`config.mk`:
```
export PLATFORM = sky130hd
export DESIGN_NAME = fetch_prefetch_buffer
export DESIGN_NICKNAME = d
export VERILOG_FILES = /design/src/rtl/fetch_pkg.sv /design/src/rtl/fetch_prefetch_buffer_sync_fifo.sv /design/src/rtl/fetch_prefetch_buffer.sv
export SDC_FILE = /design/constraint.sdc
export NUM_CORES = 1
export LEC_CHECK = 0
export ABC_AREA = 1
export BUFFER_PORTS_ARGS = -buffer_cell sky130_fd_sc_hd__buf_2
export CORE_ASPECT_RATIO = 1.1
export CORE_MARGIN = 8
export CORE_UTILIZATION = 33
export DETAILED_ROUTE_END_ITERATION = 10
export GPL_ROUTABILITY_DRIVEN = 0
export GPL_TIMING_DRIVEN = 0
export PLACE_DENSITY = 0.59
export SLEW_MARGIN = 20
export SYNTH_ARGS = -nofsm -noshare
export SYNTH_HDL_FRONTEND = slang
export SYNTH_HIERARCHICAL = 1
export SYNTH_SLANG_ARGS = --single-unit
```
`constraint.sdc`:
```
create_clock -name clk -period 9 [get_ports clk]
set_input_delay 2.25 -clock clk [delete_from_list [all_inputs] [get_ports clk]]
set_output_delay 2.25 -clock clk [all_outputs]
set_load 0.01 [all_outputs]
```
`src/rtl/fetch_pkg.sv`:
```
// Shared types and helpers for the instruction prefetch buffer.
package fetch_pkg;
   localparam int          XLEN        = 32;
   localparam int          INSTR_BYTES = 4;
   localparam logic [31:0] NOP_INSTR   = 32'h0000_0013;

   typedef struct packed {
      logic [XLEN-1:0] pc;
      logic [XLEN-1:0] instr;
   } fetch_entry_t;

   function automatic logic [XLEN-1:0] align_pc(input logic [XLEN-1:0] pc);
      return {pc[XLEN-1:2], 2'b00};
   endfunction
endpackage

```
`src/rtl/fetch_prefetch_buffer_sync_fifo.sv`:
```
// Small synchronous FIFO with synchronous flush and an occupancy count.
module sync_fifo #(
   parameter int WIDTH = 64,
   parameter int DEPTH = 4
) (
   input  logic                       clk,
   input  logic                       rst,
   input  logic                       flush,
   input  logic                       push,
   input  logic [WIDTH-1:0]           push_data,
   input  logic                       pop,
   output logic [WIDTH-1:0]           pop_data,
   output logic [$clog2(DEPTH):0]     count
);
   localparam int AW = $clog2(DEPTH);

   logic [WIDTH-1:0] mem [DEPTH];
   logic [AW-1:0]    wr_ptr;
   logic [AW-1:0]    rd_ptr;
   logic             do_pop;

   assign do_pop   = pop && (count != '0);
   assign pop_data = mem[rd_ptr];

   always_ff @(posedge clk or posedge rst) begin
      if (rst) begin
         for (int i = 0; i < DEPTH; i++) mem[i] <= '0;
         wr_ptr <= '0;
         rd_ptr <= '0;
         count  <= '0;
      end else if (flush) begin
         wr_ptr <= '0;
         rd_ptr <= '0;
         count  <= '0;
      end else begin
         if (push) begin
            mem[wr_ptr] <= push_data;
            wr_ptr      <= wr_ptr + 1'b1;
         end
         if (do_pop) rd_ptr <= rd_ptr + 1'b1;
         if (push && !do_pop)      count <= count + 1'b1;
         else if (!push && do_pop) count <= count - 1'b1;
      end
   end
endmodule

```
`src/rtl/fetch_prefetch_buffer.sv`:
```
// Sequential instruction prefetcher feeding decode through a small FIFO.
// Optional same-cycle bypass of memory data to decode: define PREFETCH_BYPASS_EN.
module fetch_prefetch_buffer
   import fetch_pkg::*;
#(
   parameter int                    DATA_WIDTH = XLEN,
   parameter int                    DEPTH      = 4,
   parameter logic [DATA_WIDTH-1:0] RESET_PC   = '0
) (
   input  logic                  clk,
   input  logic                  rst,
   input  logic                  redirect,
   input  logic [DATA_WIDTH-1:0] redirect_pc,
   output logic                  imem_req,
   output logic [DATA_WIDTH-1:0] imem_addr,
   input  logic [DATA_WIDTH-1:0] imem_rdata,
   output logic                  instr_valid,
   output logic [DATA_WIDTH-1:0] instr,
   output logic [DATA_WIDTH-1:0] instr_pc,
   input  logic                  instr_ready
);
   localparam int CNT_W = $clog2(DEPTH) + 1;

   logic [DATA_WIDTH-1:0] fetch_pc;
   logic [DATA_WIDTH-1:0] inflight_pc;
   logic                  inflight;
   logic [CNT_W-1:0]      count;
   logic [CNT_W:0]        used;
   logic                  resp_ok;
   logic                  push;
   logic                  pop;
   fetch_entry_t          wr_entry;
   fetch_entry_t          head;

   // Credit rule: never have more outstanding than free FIFO slots.
   assign used      = {1'b0, count} + {{CNT_W{1'b0}}, inflight};
   assign imem_req  = !rst && !redirect && (used < (CNT_W+1)'(DEPTH));
   assign imem_addr = fetch_pc;
   assign resp_ok   = inflight && !redirect;

   always_ff @(posedge clk or posedge rst) begin
      if (rst) begin
         fetch_pc    <= RESET_PC;
         inflight    <= 1'b0;
         inflight_pc <= '0;
      end else if (redirect) begin
         fetch_pc <= align_pc(redirect_pc);
         inflight <= 1'b0;
      end else begin
         inflight <= imem_req;
         if (imem_req) begin
            fetch_pc    <= fetch_pc + DATA_WIDTH'(INSTR_BYTES);
            inflight_pc <= fetch_pc;
         end
      end
   end

   always_comb begin
      wr_entry.pc    = inflight_pc;
      wr_entry.instr = imem_rdata;
      instr_valid    = (count != '0);
      instr          = head.instr;
      instr_pc       = head.pc;
      push           = resp_ok;
`ifdef PREFETCH_BYPASS_EN
      // Empty buffer: hand the arriving word straight to decode.
      if (resp_ok && (count == '0)) begin
         instr_valid = 1'b1;
         instr       = imem_rdata;
         instr_pc    = inflight_pc;
         push        = !instr_ready;
      end
`endif
      pop = (count != '0) && instr_ready;
   end

   sync_fifo #(
      .WIDTH ($bits(fetch_entry_t)),
      .DEPTH (DEPTH)
   ) u_fifo (
      .clk       (clk),
      .rst       (rst),
      .flush     (redirect),
      .push      (push),
      .push_data (wr_entry),
      .pop       (pop),
      .pop_data  (head),
      .count     (count)
   );
endmodule

```
==> impl_metrics.py, run 1 <==
metrics = {
    "yosys": {
        "syn_inst": 1739,
        "ys_types": 34,
        "synthMuxAreaShare_pct": 0,
        "synth_compound_area_share_pct": 18.5,
        "synthXorXnorAreaFrac_pct": 0.241,
        "async_flop_share_pct": 100,
        "synthDominantAreaCellType": "dfrtp_1",
        "synth_top_family_by_area": "simple AND/OR/NAND/NOR gates",
        "synthSimpleGateAreaFrac_pct": 18.6,
        "synth-adder-area-share_pct": 0.568,
        "avgSynthCellArea_sq_um": 8.36,
        "ys_ff_latch": 324,
        "yosysTopAreaCellShare_pct": 55.7,
        "yosysWarnings": 6,
        "synth_ff_type": "dfrtp_1",
        "synth_edf_count": 0,
        "syn-cell-area_sq_mm": 0.0145,
        "synth-seq-area-share_pct": 55.7,
        "synth_area_leaders": "dfrtp_1 (56%), o21ai_0 (14%), nand2_1 (9.7%)",
    },
    "worst_setup_path": {
        "crit_type": "input pin to output port",
        "crit_start": "redirect",
        "required_ns": 6.75,
        "worst-path-stages": 7,
        "crit_chain": "buf_2, buf_6, nor2_4, nand3_4, clkbuf_1, inv_1, buf_2",
        "worstReg2RegEnd": "u_fifo/count[1]$_DFFE_PP0P_",
        "cp-start-kind": "input pin",
        "r2r_start": "u_fifo/count[2]$_DFFE_PP0P_",
        "critical-path-max-stage-delay_ns": 0.36,
        "crit_path_frequent_cell": "buf_2",
        "r2r_cells": 9,
        "path_buf_inv": 5,
        "reg2reg_slack_ns": 6.93,
        "critPathCapture": "imem_req",
        "end_kind": "output port",
        "cpMaxStageDelayCell": "clkbuf_1",
        "crit_fanout": 10,
        "path_delay_family": "buffers and inverters",
        "arrival_ns": 3.46,
    },
    "clock_network": {
        "clockBufferDepth": 3,
        "cts_hold_buf": 0,
        "post_cts_buffers": 0,
        "worstSkewPairLatency_ns": 0.52,
        "cts_resized": 0,
        "clk_pin_slew_ns": 0.06,
        "clock_sinks": 324,
        "cts_tree": "yes",
        "cts_root_buffer": "clkbuf_16",
        "htreeDepth": 2,
        "cts_inserted_buffers": 38,
    },
    "global_routing": {
        "track_usage_pct": 17.8,
        "grt_antenna_before_repair": 0,
        "grt_max_degree": 56,
        "first_global_vias": 12900,
        "overflow": 0,
        "grt_pass1_wl_mm": 73.9,
    },
    "sta": {
        "period_minus_slack_ns": 5.71,
        "timing.final.crit_share_pct": 63.4,
        "rsz0062_at_grt": "false",
        "slew_violations": 0,
        "report.final.setup_viol": 0,
        "tightest_slew_ns": 0.680,
        "fin_tns_setup_ns": 0,
        "finalHoldViolCount": 0,
        "fin_skew_ns": 0.0124,
        "worst_slack_ns": 3.29,
        "hold_ws_ns": 0.479,
        "maxSlewHeadroom_pct": 54.7,
        "clock.fmax_ghz": 0.175,
    },
    "layout": {
        "finalNetCount": 2027,
        "drive_above_1_share_pct": 14.9,
        "nFillCells": 4437,
        "diodes": 0,
        "areaGrowthSynthToFinish_pct": 20.6,
    },
    "place": {
        "place_ws_ns": 3.21,
        "dp_hpwl_mm": 32.8,
        "numPortBuffers": 161,
    },
    "status": {
        "status": "finished, final reports clean",
    },
    "routing": {
        "drtAntennaViolNets": 0,
        "viasPerCell": 5.03,
        "routed_wl_mm": 46.2,
        "drc": 0,
        "routed-via-count": 12800,
        "drt_first_pass_iters": 5,
        "wire_per_inst_microns": 18.1,
        "first_iter_violations": 1153,
    },
    "die": {
        "die_y_microns": 236,
        "placementRows": 80,
        "core_area_sq_mm": 0.0434,
        "io_pins": 166,
        "start_util_pct": 33.5,
        "die_x_microns": 216,
        "die_area_sq_mm": 0.0511,
    },
    "power_and_ir_drop": {
        "leakage_nw": 8.42,
        "powerDensity_mw_per_mm2": 280,
        "vdd_ir_drop_max_mv": 0.153,
    },
    "worst_hold_path": {
        "min-delay-path-class": "flip-flop to flip-flop",
    },
    "run": {
        "cap_violations": 0,
    },
}
## layout by cell type (no fill, tap or decap), types with 6 or more instances in the layout
master	count
o21ai_0	402
nand2_1	375
dfrtp_1	324
nor2_1	221
buf_2	199
inv_1	107
clkbuf_1	78
o22ai_1	64
nand3_1	48
clkbuf_16	41
a22oi_1	22
clkinv_2	9
nor2_2	7
nand4_1	7
buf_4	6
## final cells by class
| class | count | area, sq um | area share (%) |
|---|---|---|---|
| clock inverter | 10 | 80.1 | 0.456 |
| multi-input combinational | 1193 | 5530 | 31.5 |
| clock buffer | 57 | 1140 | 6.48 |
| buffer | 114 | 505 | 2.88 |
| tap | 574 | 718 | 4.09 |
| timing repair buffer | 171 | 1040 | 5.95 |
| inverter | 111 | 425 | 2.43 |
| sequential | 324 | 8110 | 46.2 |
## worst min-delay path by stage
stage	startpoint	to	slack, ns	cells after the start
after floorplan	u_fifo/mem[127]$_DFFE_PP0P_	u_fifo/mem[127]$_DFFE_PP0P_	0.45	2
after global placement	u_fifo/mem[163]$_DFFE_PP0P_	u_fifo/mem[163]$_DFFE_PP0P_	0.46	2
after detailed placement	u_fifo/mem[119]$_DFFE_PP0P_	u_fifo/mem[119]$_DFFE_PP0P_	0.47	2
after CTS	u_fifo/mem[119]$_DFFE_PP0P_	u_fifo/mem[119]$_DFFE_PP0P_	0.48	2
after global routing	u_fifo/mem[170]$_DFFE_PP0P_	u_fifo/mem[170]$_DFFE_PP0P_	0.49	2
final	u_fifo/mem[82]$_DFFE_PP0P_	u_fifo/mem[82]$_DFFE_PP0P_	0.48	2
## routing by layer
layer	up-vias	global-route usage (%)	share of wire [%]
li1	6172	-	-
met1	6243	24.1	45
met2	386	29.4	48
met3	43	2.82	5.4
met4	0	4.49	1.8
met5	-	0	0
## synthesized netlist by cell type (2+ instances only)
library cell	instances
ha_1	5
nand2_1	375
nor3_1	3
a21oi_1	5
xor2_1	4
buf_2	38
nor2_4	4
o211ai_1	5
clkbuf_1	67
nand3_2	3
buf_1	2
nor2_1	221
inv_1	109
nand4_1	7
o21ai_0	402
nand3_1	48
a22oi_1	22
nor2_2	7
nand2_2	2
o21ai_1	4
o22ai_1	64
dfrtp_1	324
clkinv_2	2
buf_4	6
## registers in the layout, indices dropped and copies added, names as in the netlist
signal	cells
inflight	1
inflight_pc	30
imem_addr	30
u_fifo/wr_ptr	2
u_fifo/rd_ptr	2
u_fifo/count	3
u_fifo/mem	256
## cells by family (layout without fill, tap and decap cells)
kind of cell    count (synthesis)  count (layout)
compound gates                505             505
xor+xnor                        4               4
fa+ha+maj                       6               6
buf+inv                       225             463
flops                         324             324
other cells                     1               4
simple gates                  674             674
## where the power goes
part	internal (mW)	total [mW]	switching, mW
registers	1.75	1.94	0.196
logic	0.508	1.47	0.962
clock network	0.900	1.50	0.599
total	3.16	4.91	1.76
## stage by stage
| stage | std cells | instance area [sq um] | utilization [%] | total power, mW |
|---|---|---|---|---|
| after floorplan | 1742 | 14600 | - | 2.78 |
| after global placement | 2477 | 16100 | 37.0 | 3.42 |
| after detailed placement | 2487 | 16300 | 37.6 | 3.46 |
| after CTS | 2554 | 17500 | 40.4 | 4.98 |
| after global routing | 2554 | 17500 | 40.4 | 5.23 |
| final | 2554 | 17500 | 40.4 | 4.91 |
## worst register-to-register path: cells and delay by family, from the launching register on
kind / cells / cell delay, ns
flip-flops: 1 / 0.40
AO/OA/AOI/OAI: 2 / 0.47
AND/OR/NAND/NOR: 4 / 0.43
adder cells (fa/ha/maj): 1 / 0.48
buffers and inverters: 2 / 0.18
Note: power is estimated with default switching activity, not from simulation.
==> run 2: changes to the inputs <==
--- a/config.mk
+++ b/config.mk
@@ -5,7 +5,7 @@
 export SDC_FILE = /design/constraint.sdc
 export NUM_CORES = 1
 export LEC_CHECK = 0
-export ABC_AREA = 1
+export ABC_AREA = 0
 export BUFFER_PORTS_ARGS = -buffer_cell sky130_fd_sc_hd__buf_2
 export CORE_ASPECT_RATIO = 1.1
 export CORE_MARGIN = 8
==> constraint.sdc (replaced) <==
create_clock -name clk -period 4.7 [get_ports clk]
set_input_delay 1.175 -clock clk [delete_from_list [all_inputs] [get_ports clk]]
set_output_delay 1.175 -clock clk [all_outputs]
set_load 0.01 [all_outputs]
==> run 2 against run 1 <==
Clock power is 120% higher. Synthesized area up 8.5%. Global-route usage decreased by 3.5 points. Count of clock-buffer cells in the layout shrank 8. Sequential share of layout area fell by 3.6 points. Critical path type unchanged. Largest power group unchanged.
==> impl_metrics.py, run 2 <==
metrics = {
    "status": {
        "status": "finished, final reports clean",
    },
    "yosys": {
        "syn_inst": 1007,
        "yosysWarnings": 6,
        "synth-seq-area-share_pct": 51.4,
        "syn-cell-area_sq_mm": 0.0158,
        "synthDominantAreaCellType": "dfrtp_1",
        "synth_area_leaders": "dfrtp_1 (51%), mux2_4 (23%), mux4_2 (9.1%)",
        "ys_top_cells_by_count": "dfrtp_1 (324), mux2_4 (240), nand2_1 (122)",
        "yosysTopAreaCellShare_pct": 51.4,
        "avgSynthCellArea_sq_um": 15.7,
        "async_flop_share_pct": 100,
        "synth_ff_type": "dfrtp_1",
        "ys_types": 60,
        "ys_ff_latch": 324,
        "yosysMostFrequentCell": "dfrtp_1",
        "synth_edf_count": 0,
    },
    "clock_network": {
        "cts_resized": 0,
        "cts_root_buffer": "clkbuf_16",
        "post_cts_buffers": 0,
        "clock_sinks": 324,
        "clk_pin_slew_ns": 0.05,
        "cts_inserted_buffers": 40,
        "cts_tree": "yes",
        "worstSkewPairLatency_ns": 0.57,
        "clockBufferDepth": 3,
        "cts_hold_buf": 0,
        "htreeDepth": 2,
    },
    "power_and_ir_drop": {
        "powerDensity_mw_per_mm2": 425,
        "switchingPower_mw": 2.16,
        "leakage_nw": 9.63,
        "p_total_mw": 8.09,
        "combPwrFrac_pct": 17.3,
        "pwr-share-seq_pct": 42.1,
        "intPower_mw": 5.93,
        "switching_share_pct": 26.7,
        "pwr-share-clk_pct": 40.6,
        "vdd_ir_drop_max_mv": 0.261,
    },
    "worst_setup_path": {
        "worstReg2RegEnd": "u_fifo/count[2]$_DFFE_PP0P_",
        "reg2reg_slack_ns": 2.21,
        "r2r_cells": 9,
        "required_ns": 3.52,
        "crit_fanout": 10,
        "end_kind": "output port",
        "crit_type": "input pin to output port",
        "arrival_ns": 3.00,
        "cpMaxStageDelayCell": "or4_4",
        "r2r_start": "u_fifo/count[2]$_DFFE_PP0P_",
        "crit_chain": "buf_2, or4_4, buf_6, clkbuf_1, clkbuf_1, inv_1, buf_2",
        "cp-start-kind": "input pin",
        "critical-path-max-stage-delay_ns": 0.59,
        "crit_start": "rst",
    },
    "layout": {
        "nFillCells": 4488,
        "finalNetCount": 1301,
        "mostFrequentLayoutCells": "dfrtp_1 (324), mux2_4 (240), buf_2 (174)",
        "finalCoreUtilization_pct": 40.1,
        "diodes": 0,
        "max_flop_register": "u_fifo/mem",
        "layout_commonest_cell": "dfrtp_1",
        "areaGrowthSynthToFinish_pct": 20.6,
        "drive_above_1_share_pct": 49.7,
        "largest_reg_flops": 256,
    },
    "worst_hold_path": {
        "hold_start": "u_fifo/mem[62]$_DFFE_PP0P_",
        "min_to": "u_fifo/mem[62]$_DFFE_PP0P_",
        "hold_path_depth": 1,
        "min-delay-path-class": "flip-flop to flip-flop",
    },
    "routing": {
        "first_iter_violations": 457,
        "wire_per_inst_microns": 20.6,
        "drt_first_pass_iters": 5,
        "drtAntennaViolNets": 0,
        "drc": 0,
        "viasPerCell": 4.87,
        "routed-via-count": 9267,
        "routed_wl_mm": 39.1,
    },
    "sta": {
        "maxSlewHeadroom_pct": 40.8,
        "tightest_slew_ns": 0.884,
        "rsz0062_at_grt": "false",
        "clock.fmax_ghz": 0.239,
        "period_minus_slack_ns": 4.18,
        "slew_violations": 0,
        "finalHoldViolCount": 0,
        "fin_skew_ns": 0.0172,
        "report.final.setup_viol": 0,
        "timing.final.crit_share_pct": 88.9,
    },
    "global_routing": {
        "grt_max_degree": 54,
        "overflow": 0,
        "grt_pass1_wl_mm": 62.4,
        "track_usage_pct": 14.4,
        "first_global_vias": 10300,
        "grt_antenna_before_repair": 0,
    },
    "die": {
        "start_util_pct": 33.2,
        "die_y_microns": 245,
        "core_area_sq_mm": 0.0475,
        "die_x_microns": 225,
        "io_pins": 166,
        "placementRows": 84,
        "die_area_sq_mm": 0.0551,
    },
    "run": {
        "cap_violations": 0,
    },
    "place": {
        "numPortBuffers": 160,
        "dp_hpwl_mm": 26.6,
    },
}
-- run 2: worst max-delay path by stage --
stage	cells after the start	slack, ns	to
6_report	7	0.52	imem_req
5_1_grt	7	0.41	imem_req
3_5_place_dp	7	0.48	imem_req
2_1_floorplan	1	0.06	u_fifo/count[0]$_DFFE_PP0P_
3_3_place_gp	2	-1.60	u_fifo/mem[91]$_DFFE_PP0P_
4_1_cts	7	0.48	imem_req
-- run 2: cells by family after synthesis --
family / Yosys count / synth area share, %
flip-flops: 324 / 51.4
adder cells (fa/ha/maj): 6 / 0.523
other: 1 / 0.0238
AND/OR/NAND/NOR: 210 / 6.70
buffers and inverters: 73 / 4.81
XOR/XNOR: 9 / 0.499
AO/OA/AOI/OAI: 62 / 2.86
multiplexers: 322 / 33.2
-- run 2: cell type report --
class	instances	area [sq um]	share of cell area, %
inverter	11	47.5	0.250
clock buffer	49	1090	5.75
timing repair buffer	169	988	5.19
sequential	324	8110	42.6
multi-input combinational	619	6950	36.5
clock inverter	23	324	1.70
tap	645	807	4.24
buffer	62	718	3.77
-- run 2: power groups by stage --
| stage | Clock [mW] | Combinational, mW | Sequential, mW |
|---|---|---|---|
| detailed placement | 0 | 1.44 | 3.44 |
| finish | 3.29 | 1.40 | 3.41 |
| global placement | 0 | 1.40 | 3.44 |
| floorplan | 0 | 0.948 | 3.37 |
| CTS | 3.39 | 1.44 | 3.41 |
| global route | 3.50 | 1.52 | 3.46 |
-- run 2: metrics by stage --
stage / TNS (ns) / hold WS [ns] / setup WS [ns] / std cells / cell area [sq um]
global placement: -415.08 / 0.483 / -1.60 / 1821 / 17400
global route: 0 / 0.513 / 0.410 / 1902 / 19000
finish: 0 / 0.501 / 0.521 / 1902 / 19000
floorplan: 0 / 0.474 / 0.0555 / 1016 / 15800
CTS: 0 / 0.503 / 0.476 / 1902 / 19000
detailed placement: 0 / 0.489 / 0.481 / 1830 / 17600
-- run 2: critical path: cells and delay by family --
kind	cells	cell delay, ns
buf+inv	6	1.22
simple gates	1	0.59
-- run 2: per-layer routing --
metal,share of wire [%],wire length (microns),vias to the layer above,GRT usage [%]
met5,0,0,-,0
met4,2.1,818,0,3.87
met3,6.0,2340,52,3.84
met2,48,18600,250,23.4
met1,44,17300,4847,18.7
li1,-,-,4118,-
